File: config.mk
export PLATFORM = sky130hd
export DESIGN_NAME = dm_access_sequencer
export DESIGN_NICKNAME = d
export VERILOG_FILES = /design/src/rtl/proc_pkg.sv /design/src/rtl/dm_timeout_ctr.sv /design/src/rtl/dm_access_sequencer.sv
export SDC_FILE = /design/constraint.sdc
export NUM_CORES = 1
export LEC_CHECK = 0
export CAP_MARGIN = 20
export CORE_MARGIN = 4
export CORE_UTILIZATION = 30
export CTS_BUF_LIST = sky130_fd_sc_hd__clkbuf_16
export DETAILED_ROUTE_END_ITERATION = 6
export SYNTH_ARGS = -nofsm -noshare
export SYNTH_HDL_FRONTEND = slang
export SYNTH_HIERARCHICAL = 1
export SYNTH_SLANG_ARGS = --single-unit
File: constraint.sdc
create_clock -name CLK -period 1.65 [get_ports CLK]
set_input_delay 0.2475 -clock CLK [delete_from_list [all_inputs] [get_ports CLK]]
set_output_delay 0.2475 -clock CLK [all_outputs]
set_load 0.03 [all_outputs]
File: src/rtl/proc_pkg.sv
// Shared opcode, bus-width and timeout constants plus the data-memory sequencer state type.
package proc_pkg;

  localparam logic [4:0] OPC_LOAD   = 5'b00000;
  localparam logic [4:0] OPC_STORE  = 5'b01100;
  localparam int         DM_AW      = 16;
  localparam int         DM_DW      = 16;
  localparam int         DM_CW      = 4;
  localparam logic [3:0] DM_TIMEOUT = 4'd15;

  typedef enum logic [1:0] {
    ST_IDLE,
    ST_REQ,
    ST_DONE,
    ST_ERR
  } dm_state_e;

  function automatic logic is_mem_op(input logic [4:0] op);
    return (op == OPC_LOAD) || (op == OPC_STORE);
  endfunction

endpackage

File: src/rtl/dm_timeout_ctr.sv
// Wait-cycle counter for an outstanding data-memory request; flags when the timeout count is reached.
module dm_timeout_ctr
  import proc_pkg::*;
(
  input  logic clk,
  input  logic rst,
  input  logic clear,
  input  logic enable,
  output logic at_limit
);

  logic [DM_CW-1:0] count_reg;

  // Saturates at the limit so a missed exit can never wrap back to a small count.
  always_ff @(posedge clk or posedge rst) begin
    if (rst) begin
      count_reg <= '0;
    end else if (clear) begin
      count_reg <= '0;
    end else if (enable && !at_limit) begin
      count_reg <= count_reg + 1'b1;
    end
  end

  assign at_limit = (count_reg == DM_TIMEOUT);

endmodule

File: src/rtl/dm_access_sequencer.sv
// Sequences a single LOAD/STORE to data memory: request, wait for ack or timeout, then report.
module dm_access_sequencer
  import proc_pkg::*;
(
  input  logic             CLK,
  input  logic             RST,
  input  logic [4:0]       opcode,
  input  logic             instr_valid,
  input  logic [DM_AW-1:0] alu_addr,
  input  logic [DM_DW-1:0] store_data,
  input  logic [DM_DW-1:0] dm_rdata,
  input  logic             dm_ack,
  output logic             dm_req,
  output logic             dm_we,
  output logic [DM_AW-1:0] dm_addr,
  output logic [DM_DW-1:0] dm_wdata,
  output logic             stall,
  output logic [DM_DW-1:0] load_data,
  output logic             load_valid,
  output logic             busy,
  output logic             timeout_err
);

  dm_state_e        state_reg;
  logic             dm_req_reg;
  logic             dm_we_reg;
  logic [DM_AW-1:0] dm_addr_reg;
  logic [DM_DW-1:0] dm_wdata_reg;
  logic [DM_DW-1:0] load_data_reg;
  logic             load_valid_reg;
  logic             timeout_err_reg;
  logic             accept;
  logic             at_limit;

  assign accept = (state_reg == ST_IDLE) && instr_valid && is_mem_op(opcode);

  dm_timeout_ctr u_timeout_ctr (
    .clk      (CLK),
    .rst      (RST),
    .clear    (accept),
    .enable   ((state_reg == ST_REQ) && !dm_ack),
    .at_limit (at_limit)
  );

  always_ff @(posedge CLK or posedge RST) begin
    if (RST) begin
      state_reg       <= ST_IDLE;
      dm_req_reg      <= 1'b0;
      dm_we_reg       <= 1'b0;
      dm_addr_reg     <= '0;
      dm_wdata_reg    <= '0;
      load_data_reg   <= '0;
      load_valid_reg  <= 1'b0;
      timeout_err_reg <= 1'b0;
    end else begin
      load_valid_reg <= 1'b0;
      case (state_reg)
        ST_IDLE: begin
          if (accept) begin
            dm_addr_reg  <= alu_addr;
            dm_wdata_reg <= store_data;
            dm_we_reg    <= (opcode == OPC_STORE);
            dm_req_reg   <= 1'b1;
            state_reg    <= ST_REQ;
          end
        end
        ST_REQ: begin
          // An ack in the final wait cycle still completes the access.
          if (dm_ack) begin
            if (!dm_we_reg) begin
              load_data_reg <= dm_rdata;
            end
            load_valid_reg <= !dm_we_reg;
            dm_req_reg     <= 1'b0;
            state_reg      <= ST_DONE;
          end else if (at_limit) begin
            dm_req_reg      <= 1'b0;
            timeout_err_reg <= 1'b1;
            state_reg       <= ST_ERR;
          end
        end
        ST_DONE: state_reg <= ST_IDLE;
        ST_ERR:  state_reg <= ST_IDLE;
        default: state_reg <= ST_IDLE;
      endcase
    end
  end

  // Stall must rise in the accept cycle itself, before any register can react.
  assign stall       = !RST && (accept || (state_reg == ST_REQ));
  assign busy        = (state_reg != ST_IDLE);
  assign dm_req      = dm_req_reg;
  assign dm_we       = dm_we_reg;
  assign dm_addr     = dm_addr_reg;
  assign dm_wdata    = dm_wdata_reg;
  assign load_data   = load_data_reg;
  assign load_valid  = load_valid_reg;
  assign timeout_err = timeout_err_reg;

endmodule

# Word level (Yosys, flattened, before mapping)
# Cells that the tools add are included.
# Widths: inputs -> output; s select.
# word_totals
inputBits	57
wordCells	53
out_inout_bits	54
regBits	58
# classes
n_addsub	1
reduce_logical	22
mux	12
n_bitwise	2
n_eq_ne	7
# ops
operator	n
$reduce_and 3->1	3
$mux 4	2
$mux 2	3
$pmux 2 s3	1
$reduce_bool 2->1	3
$eq 5x4->1 const B	1
$logic_and 1x1->1	5
$logic_not 5->1	1
$mux 1	5
$add 4x1->4 const B	1
$eq 2x2->1 const B	2
$eq 4x4->1 const B	1
$logic_not 1->1	4
$reduce_and 2->1	2
$ne 3x2->1 const B	1
$eq 2x1->1 const B	1
$logic_not 2->1	1
$logic_or 1x1->1	2
$ne 2x2->1 const B	1
$not 1->1	2
$pmux 1 s2	1
$reduce_or 2->1	1

# Depth between registers and ports, before layout
# depth
depth_word	5
mapped_depth	6
ltp_nobuf	5

# Modules after synthesis
# The synthesis kept the hierarchy.
# by_module_without_submodules
module	area_per_inst_um2	n_inst	cells_per_inst	seq_area_each_um2
dm_access_sequencer	2192.1	1	127	1351.3
dm_timeout_ctr	232.7	1	21	100.1

# Least setup slack after synthesis
# OpenSTA, ideal clock, no wires.
# synth_timing
path_kind	reg2out
startpoint	reg state_reg[0]
endpoint	out stall
path_slack_ps	-115
t_arrival_ps	1518
required_ps	1402
n_path_buf	1
path_stages_with_launch	5
cell_sequence	dfrtp_1 -> nor2_1 -> nand3_4 -> buf_6 -> a21oi_1
# synth_via
elab_chain_cells	5
word_cells_on_any_way	6
classes_between	1 x eq/ne; 5 x reduce/logical
# synth_rtl
item	line	source
start, declared	dm_access_sequencer.sv:24	dm_state_e state_reg;
start signal, assigned	dm_access_sequencer.sv:47	state_reg <= ST_IDLE;
start signal, assigned	dm_access_sequencer.sv:64	state_reg <= ST_REQ;
start signal, assigned	dm_access_sequencer.sv:75	state_reg <= ST_DONE;
$logic_not 2->1	dm_access_sequencer.sv:35	assign accept = (state_reg == ST_IDLE) && instr_valid && is_mem_op(opcode);
$logic_and 1x1->1 (2 in series)	dm_access_sequencer.sv:35	
$logic_or 1x1->1 (*)	dm_access_sequencer.sv:90	assign stall = !RST && (accept || (state_reg == ST_REQ));
$logic_and 1x1->1 (*)	dm_access_sequencer.sv:90	
end, declared	dm_access_sequencer.sv:17	output logic stall,
# Every way passes the cells marked *; elsewhere a longest branch is shown, timed or not.

# Final worst setup path
# layout_timing
startpoint	reg dm_wdata_reg[8] (netlist: dm_wdata[8])
endpoint	out dm_wdata[8]
# layout_rtl
item	line	source
start, declared	dm_access_sequencer.sv:28	logic [DM_DW-1:0] dm_wdata_reg;
start signal, assigned	dm_access_sequencer.sv:61	dm_wdata_reg <= store_data;
end, declared	dm_access_sequencer.sv:16	output logic [DM_DW-1:0] dm_wdata,
# No word-level cell between the ends.

==> impl_results.md <==
- Status: complete, no violations
- WP data arrival: 1.36 ns
- Clk buf depth: 2
- Layout area overhead: 69.2%
- Post-Route WL: 5650 um
- Crit path kind: flip-flop to output port
- Final Slew Violations: 0
- Ys async rst share: 1.00
- Slew @ Worst Pin: 0.361 ns
- Clk_skew: 0.00681 ns
- Residual DRC: 0
- Power Density: 1420 nW/um^2
- DP HPWL: 4250 um
- Final Hold Fails: 0
- Overflow after GRT: 0
- Post-route insts no fill: 386
- H-tree Lvls: 3
- Inst Count DP: 370
- Netlist Area Pre-Place: 2420 um^2
- Number of global-route vias before repair: 1923
- DR pass1 iterations: 4
- Top cells by area, synth: dfrtp_1, mux2_4, mux2_2, buf_6, nor4b_4
- Worst-path clk slew: 0.05 ns
- Syn Inst Count: 148
- EDFF count, synth: 0
- Mapped Nets: 206
- Syn Area/Cell: 16.4 um^2
- Synth top area share: 0.599
- Top cells by count, synth: dfrtp_1, mux2_4, mux2_2, nor2_1
- Initial drt markers: 12
- Die Span Y: 97.9 um
- Via count: 1661
- Vias/cell: 4.30
- Drt wl/cell: 14.6 um
- Synth area leader: dfrtp_1
- Slew margin rel.: 0.759
- Clock period minus worst slack: 1.60 ns
- PortBufs: 110
- Sequential element share of the synthesized area: 0.599
- VDD IR-drop max: 690 uV
- Post-route setup TNS: 0 ns
- First-pass GRT wire length: 9650 um
- CTS Buf Count: 9
- Leakage: 1.96 nW
- Max-cap violations: 0
- CP Data Required Time: 1.40 ns
- CP cell instances: clkdlybuf4s50_1
- Crit path largest cell delay: 0.69 ns
- Post-synthesis register bit count: 58
- Initial core utilization: 0.311
- DIE AREA: 9590 um^2
- ANT nets after route: 0
- Antenna diodes: 0
- Cell class contributing the biggest share of worst-path delay: buffers and inverters
- Core area: 7810 um^2
- FMAX: 623 MHz
- Row count: 32
- R2R Setup Slk: 0.13 ns
- Worst-Skew Late Latency: 0.32 ns
- Die width: 97.9 um
- Largest net degree at the start of global routing: 33
- Synth warn: 6
- Num ports: 111
- Crit share post-route: 0.973
- Proportion of layout cells with a drive suffix above 1: 0.313
- Unrepaired setup endpoints after global routing: false
- Hold Path Class: primary input to asynchronous set/reset pin
- GRT Util Overall: 0.127
- Yosys cell types: 28
- Buf/Inv on CP: 1
- Critical path's slowest cell: clkdlybuf4s50_1
- Worst-path maximum fanout: 2
- CP Launch Type: flip-flop
- Root buffer cell: clkbuf_16
- Final setup violation count: 0
- Routability cong.: 0.704
- Most common cell in the netlist: dfrtp_1
- Clk sink count: 58
- Initial antenna violation count: 0
- Main synth FF type: dfrtp_1
- Hold buffers post-CTS: 0
- Final Core Density: 0.525
- Total Nets Final: 337
- CTS tree: built
- Endpoint type of the worst setup path: output port
- Fillers: 697
## cell usage in the layout, fill, tap and decap left out, types with 6 or more instances in the layout
master / n
buf_4: 10
dfrtp_1: 58
clkbuf_16: 9
dlygate4sd2_1: 8
mux2_4: 27
dlymetal6s2s_1: 6
mux2_2: 22
clkdlybuf4s50_1: 95
## cell type report
cell class                 instances  area, um^2  area share
clock inverter                     7        85.1      0.0207
inverter                           4        15.0     0.00366
tap                              102         128      0.0311
timing repair buffer             124        1260       0.308
clock buffer                       9         225      0.0549
sequential                        58        1450       0.354
multi-input combinational         82         936       0.228
## kinds of logic (layout without fill, tap and decap cells)
logic type	count (synthesis)	in the layout	share of synthesized area
buffers and inverters	8	144	0.0232
AND/OR/NAND/NOR	21	21	0.0753
AO/OA/AOI/OAI	9	9	0.0206
multiplexers	50	50	0.273
adder cells (fa/ha/maj)	1	1	0.00516
XOR/XNOR	1	1	0.00361
flip-flops	58	58	0.599
## report_power, final
group	internal, mW	switching (mW)
clock network	1.30	0.613
logic	1.01	0.946
registers	1.76	0.194
## per-stage QoR
stage	hold WS, ns	setup slack [ns]	cell area, um^2	power [mW]
after floorplan	0.0136	0.0697	2430	3.06
after detailed placement	0.470	-0.239	3770	3.95
after global placement	0.446	-0.217	3770	3.94
after CTS	0.278	0.00987	4090	5.91
final	0.276	0.0453	4100	5.82
after global routing	0.309	0.00239	4100	6.11
## final timing paths
path	from	to	cells after the start
hold reg to reg	timeout_err$_DFFE_PP0P_	timeout_err$_DFFE_PP0P_	1
setup / recovery	dm_wdata[8]$_DFFE_PP0P_	dm_wdata[8]	1
min in group CLK	opcode[2]	dm_we$_DFFE_PP0P_	4
setup reg to reg	state_reg[0]$_DFFE_PP0P_	dm_addr[8]$_DFFE_PP0P_	5
hold / removal	RST	u_timeout_ctr/count_reg[2]$_DFFE_PP0P_	2
max in group asynchronous	RST	dm_wdata[12]$_DFFE_PP0P_	3
## what timing repair did
action | CTS | global route
buffers inserted | 1 | 0
resized for setup | 12 | 6
hold endpoints to repair | 0 | 0
pin swaps | 5 | 1
endpoints found under the setup margin | 3 | 7
## metal layers
metal  up-vias  GRT usage  wire length [um]
li1        782          -                 -
met1       807      0.150              2310
met2        68      0.208              2750
met3         4     0.0621               565
met4         0     0.0319                29
met5         -          0                 0
(Power assumes the default switching activity.)
